**src/rtl/serial_addsub_if.sv**
```systemverilog
// Start/done handshake and operand/result bundle for the bit-serial adder/subtractor.
// The requester drives start, a, b and sub. The adder returns the status, the result and the flags.
interface serial_addsub_if #(
  parameter int WIDTH = 8
);
  logic             start;
  logic [WIDTH-1:0] a;
  logic [WIDTH-1:0] b;
  logic             sub;
  logic             ready;
  logic             busy;
  logic             done;
  logic [WIDTH-1:0] sum;
  logic             co;
  logic             ovf;

  modport master (
    output start, a, b, sub,
    input  ready, busy, done, sum, co, ovf
  );

  modport slave (
    input  start, a, b, sub,
    output ready, busy, done, sum, co, ovf
  );
endinterface

```
**src/rtl/serial_addsub.sv**
```systemverilog
// Bit-serial two's-complement adder/subtractor: one full-adder cell and a carry flop,
// one bit per clock LSB first, with a start/done handshake and carry/overflow flags.
module serial_addsub #(
  parameter int WIDTH = 8
) (
  input logic            clk,
  input logic            rst,
  serial_addsub_if.slave bus
);
  localparam int CW = $clog2(WIDTH + 1);
  localparam logic [CW-1:0] LAST = CW'(WIDTH - 1);

  typedef enum logic [1:0] {IDLE, RUN, DONE} state_t;

  state_t           state;
  logic [WIDTH-1:0] sa;
  logic [WIDTH-1:0] sb;
  logic [WIDTH-1:0] sum_q;
  logic [CW-1:0]    cnt;
  logic             carry;
  logic             co_q;
  logic             ovf_q;
  logic             s_bit;
  logic             carry_next;

  // The single full-adder cell.
  always_comb begin
    s_bit      = sa[0] ^ sb[0] ^ carry;
    carry_next = (sa[0] & sb[0]) | (sa[0] & carry) | (sb[0] & carry);
  end

  // NOTE: state is updated with non-blocking assignments so every register samples
  // pre-edge values. The shift, the carry update and the flag capture then happen in parallel.
  always_ff @(posedge clk or posedge rst) begin
    if (rst) begin
      state <= IDLE;
      sa    <= '0;
      sb    <= '0;
      sum_q <= '0;
      cnt   <= '0;
      carry <= 1'b0;
      co_q  <= 1'b0;
      ovf_q <= 1'b0;
    end else begin
      case (state)
        IDLE: begin
          if (bus.start) begin
            // Subtract works as A + ~B + 1, with the +1 coming in through the initial carry.
            sa    <= bus.a;
            sb    <= bus.sub ? ~bus.b : bus.b;
            carry <= bus.sub;
            cnt   <= '0;
            state <= RUN;
          end
        end
        RUN: begin
          sa    <= sa >> 1;
          sb    <= sb >> 1;
          sum_q <= (sum_q >> 1) | (WIDTH'(s_bit) << (WIDTH - 1));
          carry <= carry_next;
          cnt   <= cnt + 1'b1;
          if (cnt == LAST) begin
            // At this point carry still holds the carry into the MSB.
            co_q  <= carry_next;
            ovf_q <= carry ^ carry_next;
            state <= DONE;
          end
        end
        DONE:    state <= IDLE;
        default: state <= IDLE;
      endcase
    end
  end

  assign bus.ready = (state == IDLE);
  assign bus.busy  = (state == RUN);
  assign bus.done  = (state == DONE);
  assign bus.sum   = sum_q;
  assign bus.co    = co_q;
  assign bus.ovf   = ovf_q;
endmodule

```
**src/flat_wrapper.sv**
```systemverilog
// flat-port wrapper written by rule: the top's interface ports become plain ports
module serial_addsub_flat 
#(
  parameter int WIDTH = 8
)
  (clk, rst, bus_start, bus_a, bus_b, bus_sub, bus_ready, bus_busy, bus_done, bus_sum, bus_co, bus_ovf);
  serial_addsub_if #(.WIDTH(WIDTH)) bus_i ();
  input logic clk;
  input logic rst;
  input wire logic [$bits(bus_i.start)-1:0] bus_start;
  input wire logic [$bits(bus_i.a)-1:0] bus_a;
  input wire logic [$bits(bus_i.b)-1:0] bus_b;
  input wire logic [$bits(bus_i.sub)-1:0] bus_sub;
  output wire logic [$bits(bus_i.ready)-1:0] bus_ready;
  output wire logic [$bits(bus_i.busy)-1:0] bus_busy;
  output wire logic [$bits(bus_i.done)-1:0] bus_done;
  output wire logic [$bits(bus_i.sum)-1:0] bus_sum;
  output wire logic [$bits(bus_i.co)-1:0] bus_co;
  output wire logic [$bits(bus_i.ovf)-1:0] bus_ovf;
  assign bus_i.start = bus_start;
  assign bus_i.a = bus_a;
  assign bus_i.b = bus_b;
  assign bus_i.sub = bus_sub;
  assign bus_ready = bus_i.ready;
  assign bus_busy = bus_i.busy;
  assign bus_done = bus_i.done;
  assign bus_sum = bus_i.sum;
  assign bus_co = bus_i.co;
  assign bus_ovf = bus_i.ovf;
  serial_addsub #(.WIDTH(WIDTH)) u_core (.clk(clk), .rst(rst), .bus(bus_i));
endmodule
```
**config.mk**
```make
export PLATFORM = sky130hd
export DESIGN_NAME = serial_addsub_flat
export DESIGN_NICKNAME = d
export VERILOG_FILES = /design/src/rtl/serial_addsub_if.sv /design/src/rtl/serial_addsub.sv /design/src/flat_wrapper.sv
export SDC_FILE = /design/constraint.sdc
export NUM_CORES = 1
export LEC_CHECK = 0
export ABC_AREA = 0
export CORE_ASPECT_RATIO = 1.2
export CORE_UTILIZATION = 50
export DETAILED_ROUTE_END_ITERATION = 16
export HOLD_SLACK_MARGIN = 0.1
export PLACE_DENSITY = 0.78
export SKIP_LAST_GASP = 1
export SLEW_MARGIN = 10
export SYNTH_ARGS = -nofsm -noshare
export SYNTH_HDL_FRONTEND = slang
export SYNTH_SLANG_ARGS = --single-unit
```
**constraint.sdc**
```tcl
create_clock -name clk -period 1.76 [get_ports clk]
set_input_delay 0.176 -clock clk [delete_from_list [all_inputs] [get_ports clk]]
set_output_delay 0.176 -clock clk [all_outputs]
set_load 0.02 [all_outputs]
```
==> metrics.txt <==
# TYPE chip_impl_metric gauge
chip_impl_metric{name="wl_per_cell",unit="µm"} 14.43
chip_impl_metric{name="numCtsBuffers",unit=""} 5
chip_impl_metric{name="finalPower",unit="µW"} 2973
chip_impl_metric{name="total_cell_area_at_the_placement_stage",unit="µm²"} 1997
chip_impl_metric{name="drt_drc_violations_left",unit=""} 0
chip_impl_metric{name="synth-edff-count",unit=""} 0
chip_impl_metric{name="die_area",unit="µm²"} 3419
chip_impl_metric{name="clkSinkCount",unit=""} 33
chip_impl_metric{name="via_count_of_the_first_global_routing_pass",unit=""} 1307
chip_impl_metric{name="synth_seq_cells",unit=""} 33
chip_impl_metric{name="async_reset_ff_share",unit="%"} 100.0
chip_impl_metric{name="gp_congestion",unit=""} 0.8245
chip_impl_metric{name="total_leakage_power",unit="µW"} 0.0008984
chip_impl_metric{name="final.period_utilization",unit="%"} 91.61
chip_impl_metric{name="power.switching",unit="µW"} 1094
chip_impl_info{name="cp-startpoint",value="u_core.state[1]"} 1
chip_impl_info{name="r2r_start",value="u_core.carry"} 1
chip_impl_info{name="regToRegEndpoint",value="u_core.bus.ovf"} 1
chip_impl_metric{name="crit_required",unit="ns"} 1.58
chip_impl_info{name="status",value="finished, final reports clean"} 1
chip_impl_metric{name="antenna-diode-count",unit=""} 0
chip_impl_metric{name="num_rows",unit=""} 22
chip_impl_metric{name="maxCapViolCount",unit=""} 0
chip_impl_metric{name="mappedNetlistArea",unit="µm²"} 1594
chip_impl_metric{name="wl",unit="µm"} 3218
chip_impl_metric{name="grt_max_degree",unit=""} 34
chip_impl_info{name="postSynth.topFlopCell",value="dfrtp_1"} 1
chip_impl_info{name="type_of_the_tightest_min_delay_check",value="primary input to async pin"} 1
chip_impl_metric{name="dr.pass1.iters",unit=""} 4
chip_impl_info{name="destination_of_the_critical_timing_path",value="bus_ready"} 1
chip_impl_metric{name="clkLatencyLatePin",unit="ns"} 0.34
chip_impl_metric{name="power-per-cell-area",unit="nW/µm²"} 1451
chip_impl_metric{name="die_w",unit="µm"} 53.55
chip_impl_metric{name="via_per_inst",unit=""} 5.659
chip_impl_metric{name="power_switching_share",unit="%"} 36.79
chip_impl_metric{name="overflow",unit=""} 0
chip_impl_metric{name="layout.core_utilization",unit="%"} 67.08
chip_impl_metric{name="track_usage",unit="%"} 23.64
chip_impl_metric{name="postCtsHoldBufs",unit=""} 0
chip_impl_metric{name="ff2ff_path_depth",unit=""} 3
chip_impl_metric{name="synthesis_to_finish_area_growth",unit="%"} 28.57
chip_impl_metric{name="clk_pin_slew_worst_paths",unit="ns"} 0.11
chip_impl_metric{name="io-pin-count",unit=""} 33
chip_impl_metric{name="antenna_violations_before_repair",unit=""} 0
chip_impl_metric{name="layout_cells_sized_above_1",unit="%"} 16.04
chip_impl_metric{name="timing.final.hold_violations",unit=""} 0
chip_impl_metric{name="crit_fanout",unit=""} 11
chip_impl_metric{name="io_buffer_count",unit=""} 32
chip_impl_metric{name="timing.critical_path.arrival",unit="ns"} 1.44
chip_impl_metric{name="design.core.area",unit="µm²"} 3055
chip_impl_metric{name="synthDistinctLibCells",unit=""} 29
chip_impl_metric{name="stdcell_area",unit="µm²"} 2049
chip_impl_info{name="cts_root_buffer",value="clkbuf_4"} 1
chip_impl_metric{name="pwr-share-comb",unit="%"} 43.1
chip_impl_metric{name="synth_fp_nets",unit=""} 169
chip_impl_metric{name="postSynthCellCount",unit=""} 147
chip_impl_metric{name="nets",unit=""} 208
chip_impl_metric{name="vdd_ir_drop_max",unit="V"} 0.0009020
chip_impl_metric{name="yosysWarnings",unit=""} 0
chip_impl_metric{name="vias",unit=""} 1262
chip_impl_metric{name="worst_slew_pin_slew",unit="ns"} 0.5464
chip_impl_info{name="top_library_cells_by_usage_in_the_layout_fill_and_taps_aside",value="dfrtp_1, clkdlybuf4s50_1"} 1
chip_impl_info{name="setup_cp_type",value="flip-flop to output port"} 1
chip_impl_metric{name="hold_slack",unit="ns"} 0.2223
chip_impl_metric{name="setup_violations_final",unit=""} 0
chip_impl_metric{name="power.share.sequential",unit="%"} 43.2
chip_impl_metric{name="start_util",unit="%"} 52.17
chip_impl_metric{name="fmax",unit="MHz"} 620.2
chip_impl_metric{name="avgSynthCellArea",unit="µm²"} 10.84
chip_impl_metric{name="relative_max_transition_margin",unit="%"} 63.50
chip_impl_info{name="timing.critical_path.to_type",value="output port"} 1
chip_impl_metric{name="synth-seq-area-share",unit="%"} 51.81
chip_impl_metric{name="die_h",unit="µm"} 63.85
chip_impl_metric{name="htreeDepth",unit=""} 2
chip_impl_metric{name="clock_share_of_power",unit="%"} 13.7
chip_impl_metric{name="starting_drt_drc_count",unit=""} 36
chip_impl_info{name="grt_setup_unrepaired",value="no"} 1
chip_impl_metric{name="p_int",unit="µW"} 1879
chip_impl_info{name="startpoint_type",value="flip-flop"} 1
chip_impl_metric{name="ff2ff_setup_slack",unit="ns"} 0.22
chip_impl_info{name="cts_tree",value="yes"} 1
chip_impl_metric{name="first_pass_grt_wire_length",unit="µm"} 5678
chip_impl_metric{name="clock-skew-final",unit="ns"} 0.01489
chip_impl_metric{name="antenna_left",unit=""} 0
chip_impl_metric{name="finalMaxSlewViolations",unit=""} 0
chip_impl_info{name="most_frequent_standard_cell_in_the_layout_excluding_fill_and_tap_cells",value="dfrtp_1"} 1
chip_impl_metric{name="layout_min_cycle_time",unit="ns"} 1.612
chip_impl_metric{name="hpwl_dp",unit="µm"} 2299
chip_impl_metric{name="tns",unit="ns"} 0
chip_impl_metric{name="clock_tree.buffer_depth",unit=""} 2
==> registers in the layout (all words and copies together), names as in the netlist <==
name,count
u_core.sa,8
u_core.cnt,4
u_core.bus.co,1
u_core.sb,8
u_core.bus.sum,8
u_core.carry,1
u_core.bus.ovf,1
u_core.state,2
==> worst max-delay path, stage by stage (launching register included) <==
cell	delay, ns
dfrtp_2	0.46
buf_4	0.19
nor2_1	0.11
dlygate4sd2_1	0.34
==> cell type report <==
type | instances | area, µm²
Multi-Input combinational cell | 100 | 711.9
Clock inverter | 2 | 10.01
Tap cell | 36 | 45.04
Timing Repair Buffer | 43 | 402.9
Clock buffer | 6 | 41.29
Inverter | 3 | 11.26
Fill cell | 256 | 1006
Sequential cell | 33 | 827.0
==> power groups by stage <==
stage / registers (µW) / logic (µW) / clock network [µW]
global route: 1330 / 1420 / 464
global placement: 1280 / 1260 / 0
floorplan: 1370 / 726 / 0
CTS: 1290 / 1300 / 426
finish: 1290 / 1280 / 408
detailed placement: 1300 / 1310 / 0
==> what timing repair did <==
action,4_1_cts,5_1_grt
resized for setup,3,1
buffers inserted,0,0
endpoints found under the setup margin,3,1
==> cells in the mapped netlist (2+ instances only) <==
library cell	count	share of area [%]
clkbuf_1	5	1.2
a22oi_1	9	4.2
dfrtp_1	33	52
a221o_1	3	1.9
mux2_2	9	6.4
a21oi_1	11	3.5
buf_2	5	1.6
xor2_1	2	1.1
xnor2_1	7	3.8
a22o_1	2	1.1
mux2_1	2	1.4
o221ai_1	3	1.6
o32ai_1	2	1.1
nand2_1	11	2.6
nor2_1	7	1.6
nor2b_1	12	4.7
o21ai_0	10	3.1
inv_1	3	0.71
==> metal layers <==
layer  track usage [%]  routed length, µm
met3             7.143                174
met4             9.539                 51
met1             29.13               1341
met5                 0                  0
met2             37.66               1652
==> kinds of logic after synthesis <==
group	share of synthesized area (%)
fa+ha+maj	2.041
buf+inv	3.689
simple gates	10.99
xor+xnor	4.945
compound gates	18.76
mux	7.771
flops	51.81
==> worst min-delay path by stage <==
stage                       from                end  slack (ns)  cells after the start
CTS                          rst  u_core.bus.sum[3]        0.22                      3
global placement    u_core.sb[5]       u_core.sb[5]        0.47                      2
global route                 rst  u_core.bus.sum[3]        0.27                      3
detailed placement  u_core.sb[3]       u_core.sb[3]        0.49                      2
finish                       rst      u_core.cnt[3]        0.22                      3
floorplan                    rst      u_core.bus.co        0.30                      1
==> metrics by stage <==
step                      worst slack [ns]  cells
after CTS                          0.03164    223
final                               0.1476    223
after global placement              0.1903    215
after detailed placement            0.1912    215
after global routing               0.06342    223
after floorplan                     0.3214    147
No activity file was read; power rests on OpenSTA's default activity.
